## config.mk

```make
export PLATFORM = sky130hd
export DESIGN_NAME = dmem_store_buffer
export DESIGN_NICKNAME = d
export VERILOG_FILES = /design/src/rtl/dmem_store_buffer.sv
export SDC_FILE = /design/constraint.sdc
export NUM_CORES = 1
export LEC_CHECK = 0
export CORE_MARGIN = 2
export CORE_UTILIZATION = 37
export CTS_CLUSTER_SIZE = 25
export DETAILED_ROUTE_END_ITERATION = 6
export MAX_ROUTING_LAYER = met4
export PLACE_DENSITY = 0.62
export SLEW_MARGIN = 40
export SYNTH_ARGS = -nofsm -noshare
export SYNTH_HDL_FRONTEND = slang
export SYNTH_SLANG_ARGS = --single-unit
```

## constraint.sdc

```tcl
create_clock -name clk_i -period 11.6 [get_ports clk_i]
set_input_delay 2.32 -clock clk_i [delete_from_list [all_inputs] [get_ports clk_i]]
set_output_delay 2.32 -clock clk_i [all_outputs]
set_load 0.1 [all_outputs]
```

## src/rtl/dmem_store_buffer.sv

```systemverilog
// -----------------------------------------------------------------------------
// dmem_store_buffer
//
// Posted-write store buffer between a single-cycle core's data port and the
// data RAM. Core stores go into a small circular FIFO and drain to the RAM
// write port under a valid/ready handshake. Loads read the RAM directly,
// but a pending buffered store to the same word overrides the RAM data.
// The youngest such store wins. The core is stalled only when it issues a
// store into a full buffer that is not draining in the same cycle.
//
// Ports
//   clk_i            clock, rising edge
//   reset_i          asynchronous active-high reset; drops all queued stores
//   memwrite_i       core word-store request this cycle
//   addr_i           core byte address (ALU result)
//   writedata_i      core store data
//   readdata_o       load data to the core (combinational)
//   stall_o          core must hold PC/state this cycle and replay the store
//   mem_rd_addr_o    RAM read address (passes addr_i through)
//   mem_rd_data_i    RAM combinational read data
//   mem_wr_valid_o   head entry presented to the RAM
//   mem_wr_ready_i   RAM accepts the head entry this cycle
//   mem_wr_addr_o    head word address, byte offset forced to zero
//   mem_wr_data_o    head store data
//   count_o          number of occupied entries
//   empty_o          buffer holds no stores (used by fence/flush logic)
// -----------------------------------------------------------------------------
module dmem_store_buffer #(
  parameter int DEPTH = 4,
  parameter int AW    = 32
) (
  input  logic                       clk_i,
  input  logic                       reset_i,
  input  logic                       memwrite_i,
  input  logic [AW-1:0]              addr_i,
  input  logic [31:0]                writedata_i,
  output logic [31:0]                readdata_o,
  output logic                       stall_o,
  output logic [AW-1:0]              mem_rd_addr_o,
  input  logic [31:0]                mem_rd_data_i,
  output logic                       mem_wr_valid_o,
  input  logic                       mem_wr_ready_i,
  output logic [AW-1:0]              mem_wr_addr_o,
  output logic [31:0]                mem_wr_data_o,
  output logic [$clog2(DEPTH):0]     count_o,
  output logic                       empty_o
);

  localparam int PW = $clog2(DEPTH);
  localparam int CW = PW + 1;

  // Entry storage. Kept in flops, not RAM: every entry is compared against
  // the load address in parallel.
  logic [AW-3:0]    ent_addr_q [DEPTH];
  logic [31:0]      ent_data_q [DEPTH];
  logic [DEPTH-1:0] ent_valid_q;

  logic [PW-1:0]    wr_ptr_q, wr_ptr_d;
  logic [PW-1:0]    rd_ptr_q, rd_ptr_d;
  logic [CW-1:0]    count_q,  count_d;

  logic             full;
  logic             empty;
  logic             push;
  logic             pop;

  logic [DEPTH-1:0] hit;
  logic             fwd_hit;
  logic [31:0]      fwd_data;
  logic [PW-1:0]    fwd_idx;

  // The byte offset plays no part in matching or draining.
  logic             unused_byte_offset;
  assign unused_byte_offset = ^addr_i[1:0];

  // ---------------------------------------------------------------------------
  // Occupancy and handshake
  // ---------------------------------------------------------------------------
  assign full  = (count_q == CW'(DEPTH));
  assign empty = (count_q == '0);

  // Valid comes from registered state only, so the RAM never sees a
  // combinational path from the core's store request.
  assign mem_wr_valid_o = !empty;
  assign pop            = mem_wr_valid_o & mem_wr_ready_i;

  // A full buffer can still accept a store when the head leaves in the same
  // cycle. The freed slot is the one wr_ptr points at.
  assign push    = memwrite_i & (!full | pop);
  assign stall_o = memwrite_i & full & !mem_wr_ready_i;

  assign count_d  = count_q + CW'(push) - CW'(pop);
  // DEPTH is a power of two, so natural pointer overflow is the wrap.
  assign wr_ptr_d = push ? wr_ptr_q + 1'b1 : wr_ptr_q;
  assign rd_ptr_d = pop  ? rd_ptr_q + 1'b1 : rd_ptr_q;

  always_ff @(posedge clk_i or posedge reset_i) begin
    if (reset_i) begin
      wr_ptr_q <= '0;
      rd_ptr_q <= '0;
      count_q  <= '0;
    end else begin
      wr_ptr_q <= wr_ptr_d;
      rd_ptr_q <= rd_ptr_d;
      count_q  <= count_d;
    end
  end

  // ---------------------------------------------------------------------------
  // Per-entry storage and load-address compare
  // ---------------------------------------------------------------------------
  genvar gi;
  generate
    for (gi = 0; gi < DEPTH; gi++) begin : g_entry
      // Push takes priority over pop. In a full push+pop cycle both
      // pointers address the same slot, and that slot must stay valid
      // with the new store.
      always_ff @(posedge clk_i or posedge reset_i) begin
        if (reset_i) begin
          ent_valid_q[gi] <= 1'b0;
          ent_addr_q[gi]  <= '0;
          ent_data_q[gi]  <= '0;
        end else if (push && (wr_ptr_q == PW'(gi))) begin
          ent_valid_q[gi] <= 1'b1;
          ent_addr_q[gi]  <= addr_i[AW-1:2];
          ent_data_q[gi]  <= writedata_i;
        end else if (pop && (rd_ptr_q == PW'(gi))) begin
          ent_valid_q[gi] <= 1'b0;
        end
      end

      assign hit[gi] = ent_valid_q[gi] && (ent_addr_q[gi] == addr_i[AW-1:2]);
    end
  endgenerate

  // ---------------------------------------------------------------------------
  // Forwarding select
  // ---------------------------------------------------------------------------
  // Valid entries are contiguous starting at rd_ptr. The loop walks them
  // from oldest to youngest. A later hit overrides an earlier one, so the
  // youngest matching store supplies the data. An entry popping this
  // cycle is still valid here, so it still forwards.
  always_comb begin
    fwd_hit  = 1'b0;
    fwd_data = '0;
    fwd_idx  = '0;
    for (int i = 0; i < DEPTH; i++) begin
      fwd_idx = rd_ptr_q + PW'(i);
      if (hit[fwd_idx]) begin
        fwd_hit  = 1'b1;
        fwd_data = ent_data_q[fwd_idx];
      end
    end
  end

  assign readdata_o    = (!memwrite_i && fwd_hit) ? fwd_data : mem_rd_data_i;
  assign mem_rd_addr_o = addr_i;

  // ---------------------------------------------------------------------------
  // RAM write port: head of the FIFO
  // ---------------------------------------------------------------------------
  assign mem_wr_addr_o = {ent_addr_q[rd_ptr_q], 2'b00};
  assign mem_wr_data_o = ent_data_q[rd_ptr_q];
  assign count_o       = count_q;
  assign empty_o       = empty;

endmodule

```

==> results of run 1 <==
[sequential cells by signal (all words and copies together) (netlist names)]
name / count
ent_addr_q: 120
ent_data_q: 128
rd_ptr_q: 2
count_o: 3
ent_valid_q: 4
wr_ptr_q: 2
[worst max-delay path, delay by kind of cell]
kind	cells	cell delay, ps
simple gates	3	1030
xor+xnor	1	480
mux	1	260
buf+inv	4	1780
compound gates	3	810
[layer usage]
metal / track usage / routed length [um]
met1: 0.259 / 19000
met2: 0.324 / 22400
met3: 0.0285 / 2940
met4: 0.0486 / 1170
met5: - / 0
[path summary, 6_finish.rpt]
kind,from,end,cells past startpoint
min reg2reg,ent_valid_q[0],ent_valid_q[0],2
max,addr_i[8],readdata_o[2],12
min,ent_valid_q[0],ent_valid_q[0],2
max in group asynchronous,reset_i,ent_data_q[7],3
min in group asynchronous,reset_i,wr_ptr_q[0],2
max reg2reg,count_o[1],ent_data_q[100],5
[cells in the final DEF (no fill, tap or decap), types with 2 or more instances in the layout]
cell type,instances
mux4_2,164
conb_1,2
clkbuf_8,8
dfrtp_1,257
dfrtp_4,2
clkbuf_16,31
a21o_1,32
clkdlybuf4s50_1,97
nand4_1,56
buf_12,2
nand2_2,4
xor2_1,45
mux2_2,248
clkinv_2,4
and4_1,4
clkbuf_1,8
nand3_1,32
xnor2_1,79
ha_1,9
o21ai_0,2
a21oi_1,32
nor4_1,16
and2_1,2
a311oi_1,32
nand2_1,14
bufinv_16,6
buf_4,6
nor2b_1,32
buf_2,130
inv_1,10
buf_6,8
[cells by family after synthesis]
group	synth area share
buffers and inverters	0.0528
adders and majority gates	0.00867
AOI/OAI and AO/OA	0.0429
and+or+nand+nor	0.0564
xor gates and xnor gates	0.0648
DFF	0.387
other	0.000224
muxes	0.387
[area by class of cell]
class / instances / area, um2
flip-flops and latches: 259 / 6490
clock inverters: 11 / 208
well taps: 592 / 741
diodes: 1 / 2.50
multi-input cells: 811 / 9410
fillers: 4025 / 24800
clock buffers: 46 / 902
repair buffers: 244 / 1810
inverters: 11 / 53.8
[metrics by stage]
step	setup slack, ps	area, um2
2_1_floorplan	2150	16800
3_3_place_gp	1810	19100
3_5_place_dp	2540	18500
4_1_cts	2520	19600
5_1_grt	2350	19600
6_report	2520	19600
==> results_dict.tcl, run 1 <==
set metrics [dict create \
    status "finished, final reports clean" \
    cpMaxStageDelayCell "clkdlybuf4s50_1" \
    clkSlewWorstSetupHoldPaths_ps 60 \
    postCtsResizedCells 0 \
    finalCriticalPeriod_ps 9080 \
    ys_async_sr_fraction 1.00 \
    io_buffers 227 \
    synthFlopType "dfrtp_1" \
    synth.most_common_cell "dfrtp_1" \
    ys_top_cells_by_count "dfrtp_1 (259), mux2_2 (248), mux4_2 (164), xnor2_1 (79), clkbuf_1 (65)" \
    r2r_slack_ps 9220 \
    core_area_um2 44400 \
    hp-class "flop to flop" \
    yosysWarningCount 0 \
    synth.area.top_cells "dfrtp_1 (39%), mux4_2 (22%), mux2_2 (17%)" \
    finish.utilization 0.442 \
    drtIter0Drc 784 \
    numCtsBuffers 31 \
    crit_fanout 64 \
    die_w_um 217 \
    grt_pass1_vias 11497 \
    synth-seq-cells 259 \
    cpPeakStageDelay_ps 590 \
    critical_path_required_ps 9280 \
    grt-ovfl-total 0 \
    rows 77 \
    drt-total-wl_mm 45.5 \
    setup_tns_ps 0 \
    finalCritPeriodShare 0.783 \
    clockRootBuffer "clkbuf_16" \
    timing.hold.ws_ps 490 \
    hpwl_mm 29.1 \
    synth-edff-count 0 \
    cts.sinks 259 \
    yosys.area.top_type "dfrtp_1" \
    rsz0062_at_grt "no" \
    synth_area_um2 16700 \
    ys_seq_area_frac 0.387 \
    syn_area_per_cell_um2 13.5 \
    relSlewSlack 0.434 \
    vias 11432 \
    cts.path.max_buffers 3 \
    drc 0 \
    setup_viol 0 \
    grt_pass1_wl_mm 70.0 \
    cts-hold-fix-buffers 0 \
    critPathCaptureType "output port" \
    grt_max_degree 120 \
    worstSetupStartpointType "input port" \
    wl_per_cell_um 23.0 \
    viasPerCell 5.79 \
    clock.fmax_mhz 110 \
    dp_cells 1917 \
    antenna_found_initial 1 \
    synth.top_cell.area_share 0.387 \
    final_cells 1975 \
    layout-drive-gt1-share 0.446 \
    grt_usage 0.197 \
    die-area_um2 47000 \
    cp_cell_sequence "clkdlybuf4s50_1, xnor2_1, nand4_1, nor4_1, and4_1, mux4_2, buf_4, o41ai_4, buf_4, a311oi_1, a21o_1, buf_2" \
    area_growth_pct 17.1 \
    synth_cell_types 29 \
    ioPinCount 234 \
    worstSkewPairLatency_ps 550 \
    nets 1469 \
    cts_tree "yes" \
    first_pass_iters 5 \
    worstPathArrival_ps 6760 \
    post_cts_buffers 0 \
    crit_top_cell "buf_4" \
    hold_viol_final 0 \
    dieHeight_um 217 \
    maxSlewViolCount 0 \
    netlist_instances 1238 \
    max_cap_violations 0 \
    final_antenna_net_count 0 \
    start_util 0.377 \
    gp_congestion 0.825 \
    h-tree-depth 1 \
    worstSetupPathType "input port to output port" \
    worst_slew_pin_slew_ps 849 \
    fin_skew_ps 7.42 \
]
Power of run 1 is not shown: default switching activity piles up to over one toggle a cycle in this logic, so the estimate is an artifact.
==> inputs of run 2 (changes only) <==
==> constraint.sdc (replaced) <==
create_clock -name clk_i -period 8.5 [get_ports clk_i]
set_input_delay 1.7 -clock clk_i [delete_from_list [all_inputs] [get_ports clk_i]]
set_output_delay 1.7 -clock clk_i [all_outputs]
set_load 0.1 [all_outputs]
==> results_dict.tcl, run 2 (synthesis results as in run 1) <==
set metrics [dict create \
    postCtsResizedCells 0 \
    cpMaxStageDelayCell "clkdlybuf4s50_1" \
    fillers 3996 \
    finalCriticalPeriod_ps 7510 \
    layout-drive-gt1-share 0.449 \
    grt_max_degree 146 \
    grtUsageMet1 0.263 \
    crit_fanout 64 \
    crit_start "addr_i[30]" \
    min-delay-start "ent_valid_q[0]" \
    drtIter0Drc 806 \
    nets 1471 \
    drc 0 \
    finalCritPeriodShare 0.883 \
    ioPinCount 234 \
    maxSlewViolCount 0 \
    seq_area_um2 6490 \
    post_cts_buffers 0 \
    worstSkewPairLatency_ps 570 \
    worst_slew_pin_slew_ps 776 \
    dp_cells 1918 \
    status "finished, final reports clean" \
    critPathCaptureType "output port" \
    fin_skew_ps 10.7 \
    crit_top_cell "buf_4" \
    clkSlewWorstSetupHoldPaths_ps 50 \
    final_antenna_net_count 0 \
    gr-usage-met3 0.0253 \
    max_cap_violations 0 \
    gp_congestion 0.807 \
    setup_tns_ps 0 \
    clockRootBuffer "clkbuf_16" \
    io_buffers 227 \
    start_util 0.377 \
    grt_pass1_wl_mm 69.1 \
    reg2reg_from "count_o[0]" \
    layout_commonest_cell "dfrtp_1" \
    largest_register_ffs 128 \
    final_cells 1975 \
    clock.fmax_mhz 133 \
    first_pass_iters 5 \
    finish.utilization 0.446 \
    hold_viol_final 0 \
    cts.path.max_buffers 3 \
    rows 77 \
    cts.sinks 259 \
    relSlewSlack 0.482 \
    numCtsBuffers 30 \
    cts_tree "yes" \
    antenna_found_initial 1 \
    grt_busiest_layer "met2" \
    setup_viol 0 \
    critical_path_required_ps 6800 \
    grt_usage 0.195 \
    met2_usage 0.319 \
    cp_cell_sequence "clkdlybuf4s50_1, xnor2_1, nand4_1, nor4_1, and4_1, mux4_2, buf_4, a21oi_1, a311oi_1, a21o_1, buf_4" \
    layout.cells.most_common_list "dfrtp_1 (257), mux2_2 (248), mux4_2 (163)" \
    hpwl_mm 28.9 \
    cts-hold-fix-buffers 0 \
    worstPathArrival_ps 5810 \
    r2r_slack_ps 5750 \
    rsz0062_at_grt "no" \
    cpPeakStageDelay_ps 600 \
    grt-ovfl-total 0 \
    worstSetupPathType "input port to output port" \
    viasPerCell 5.72 \
    die_w_um 217 \
    worstSetupStartpointType "input port" \
    vias 11304 \
    dieHeight_um 217 \
    h-tree-depth 1 \
    area_growth_pct 18.2 \
    timing.hold.ws_ps 490 \
    wl_per_cell_um 22.7 \
    top_regs "ent_data_q (128), ent_addr_q (120), ent_valid_q (4)" \
    drt-total-wl_mm 44.8 \
    multiInputGateArea_um2 9440 \
    grt_pass1_vias 11300 \
    top_register "ent_data_q" \
    hp-class "flop to flop" \
    core_area_um2 44400 \
    die-area_um2 47000 \
]
## run 2: metrics by stage
stage          setup slack, ps  area [um2]
2_1_floorplan             2380       16800
3_3_place_gp              1070       19200
3_5_place_dp              1050       18700
4_1_cts                   1040       19800
5_1_grt                    753       19800
6_report                   992       19800
## run 2: worst max-delay path, delay by kind of cell
family          cells  cell delay, ps
xor+xnor            1             480
compound gates      3             770
mux                 1             310
simple gates        3            1100
buf+inv             3            1420
## run 2: path summary, 6_finish.rpt
check | cells past startpoint | end
setup / recovery | 11 | readdata_o[28]
min in group asynchronous | 2 | wr_ptr_q[1]
setup reg to reg | 5 | ent_addr_q[115]
hold / removal | 2 | ent_valid_q[0]
hold reg to reg | 2 | ent_valid_q[0]
max in group asynchronous | 4 | ent_data_q[6]
## run 2: area by class of cell
class	instances	area share
multi-input combinational	811	0.476
sequential	259	0.328
timing repair buffer	247	0.105
clock buffer	47	0.0478
tap	592	0.0374
clock inverter	7	0.00316
inverter	11	0.00227
antenna	1	0.000126
## run 2: layer usage
layer | vias to the layer above | wire, um
li1 | 4967 | -
met1 | 5918 | 19600
met2 | 357 | 22000
met3 | 62 | 2270
met4 | 0 | 939
met5 | - | 0
Power of run 2 is left out for the same reason.
==> inputs of run 3 (changes only) <==
--- a/config.mk
+++ b/config.mk
@@ -7,7 +7,7 @@
 export LEC_CHECK = 0
 export CORE_MARGIN = 2
 export CORE_UTILIZATION = 37
-export CTS_CLUSTER_SIZE = 25
+export CTS_CLUSTER_SIZE = 8
 export DETAILED_ROUTE_END_ITERATION = 6
 export MAX_ROUTING_LAYER = met4
 export PLACE_DENSITY = 0.62
==> results_dict.tcl, run 3 (synthesis results as in run 1) <==
set metrics [dict create \
    worstSetupStartpointType "input port" \
    top_register "ent_data_q" \
    nets 1479 \
    pre_cts_slack_ps 1050 \
    dieHeight_um 217 \
    core_area_um2 44400 \
    dp_cells 1918 \
    grt_usage 0.198 \
    drtIter0Drc 723 \
    layout-drive-gt1-share 0.446 \
    postCtsResizedCells 0 \
    clock.fmax_mhz 135 \
    rr_worst_depth 5 \
    worst_slack_ps 1080 \
    io_buffers 227 \
    finalCritPeriodShare 0.873 \
    die-area_um2 47000 \
    clkSlewWorstSetupHoldPaths_ps 50 \
    hold_viol_final 0 \
    setup_tns_ps 0 \
    reg2reg_from "count_o[0]" \
    finalCriticalPeriod_ps 7420 \
    r2r-end "ent_data_q[4]" \
    max_cap_violations 0 \
    top_regs "ent_data_q (128), ent_addr_q (120), ent_valid_q (4)" \
    layout_commonest_cell "dfrtp_1" \
    crit_family "buffers and inverters" \
    worstSkewPairLatency_ps 540 \
    start_util 0.377 \
    area_growth_pct 18.3 \
    rsz0062_at_grt "no" \
    crit_fanout 64 \
    cts-hold-fix-buffers 0 \
    clockRootBuffer "clkbuf_16" \
    cp-endpoint "readdata_o[28]" \
    numCtsBuffers 38 \
    grt-ovfl-total 0 \
    wl_per_cell_um 23.0 \
    path_depth 11 \
    rows 77 \
    crit_top_cell "buf_4" \
    antenna_found_initial 1 \
    layout.cells.most_common_list "dfrtp_1 (257), mux2_2 (248), mux4_2 (163)" \
    final_antenna_net_count 0 \
    h-tree-depth 2 \
    gp_congestion 0.807 \
    worst_slew_pin_slew_ps 788 \
    cts.path.max_buffers 3 \
    hp-class "flop to flop" \
    ioPinCount 234 \
    viasPerCell 5.75 \
    final_cells 1966 \
    critical_path_required_ps 6800 \
    cpPeakStageDelay_ps 600 \
    grt_max_degree 146 \
    die_w_um 217 \
    cp_cell_sequence "clkdlybuf4s50_1, xnor2_1, nand4_1, nor4_1, and4_1, mux4_2, buf_4, a21oi_1, a311oi_1, a21o_1, buf_4" \
    cts_tree "yes" \
    critPathCaptureType "output port" \
    first_pass_iters 7 \
    status "finished, final reports clean" \
    setup_viol 0 \
    cpMaxStageDelayCell "clkdlybuf4s50_1" \
    critical_path_buf_inv_count 3 \
    maxSlewViolCount 0 \
    grt_pass1_wl_mm 69.4 \
    drt-total-wl_mm 45.1 \
    largest_register_ffs 128 \
    r2r_slack_ps 5760 \
    vias 11313 \
    grt_pass1_vias 11402 \
    relSlewSlack 0.475 \
    drc 0 \
    hpwl_mm 28.9 \
    timing.hold.ws_ps 486 \
    cts.sinks 259 \
    worstSetupPathType "input port to output port" \
    worstPathArrival_ps 5720 \
    fin_skew_ps 19.2 \
    post_cts_buffers 0 \
    crit_start "addr_i[4]" \
]
==> run 3: changes by cell type in the layout (fill, tap and decap cells not counted), sizes merged <==
cell	previous run	this run
clkinvlp	2	1
bufinv	1	0
clkinv	5	0
clkbuf	47	44
inv	10	11
==> run 3: per-layer routing <==
layer / part of all wire / track usage / wire length (um) / vias up
met3: 0.059 / 0.0307 / 2640 / 64
met4: 0.021 / 0.0568 / 963 / 0
li1: - / - / - / 4965
met5: 0 / - / 0 / -
met2: 0.49 / 0.320 / 22100 / 362
met1: 0.43 / 0.261 / 19400 / 5922
==> run 3: worst min path at each step <==
stage	startpoint	endpoint	slack (ps)	cells past startpoint
3_5_place_dp	ent_valid_q[1]	ent_valid_q[1]	470	2
4_1_cts	ent_valid_q[1]	ent_valid_q[1]	490	2
6_report	ent_valid_q[0]	ent_valid_q[0]	490	2
5_1_grt	ent_valid_q[1]	ent_valid_q[1]	530	2
2_1_floorplan	ent_valid_q[0]	ent_valid_q[0]	440	2
3_3_place_gp	ent_valid_q[0]	ent_valid_q[0]	460	2
==> run 3: worst min-delay path, stage by stage (launching register included) <==
cell and delay (ps):
dfrtp_1 340, nand2_1 60, nand2_1 60
==> run 3: layout make-up <==
class	count	area (um2)
Fill cell	3979	24600
Multi-Input combinational cell	811	9440
Sequential cell	259	6490
Timing Repair Buffer	247	2090
Clock buffer	44	1000
Tap cell	592	741
Inverter	11	45.0
Clock inverter	1	8.76
Antenna cell	1	2.50
==> run 3: through the flow <==
| step | util | area, um2 |
|---|---|---|
| 5_1_grt | 0.446 | 19800 |
| 4_1_cts | 0.445 | 19800 |
| 2_1_floorplan | - | 16800 |
| 3_5_place_dp | 0.422 | 18700 |
| 6_report | 0.446 | 19800 |
| 3_3_place_gp | 0.431 | 19200 |
Power of run 3 is left out for the same reason.
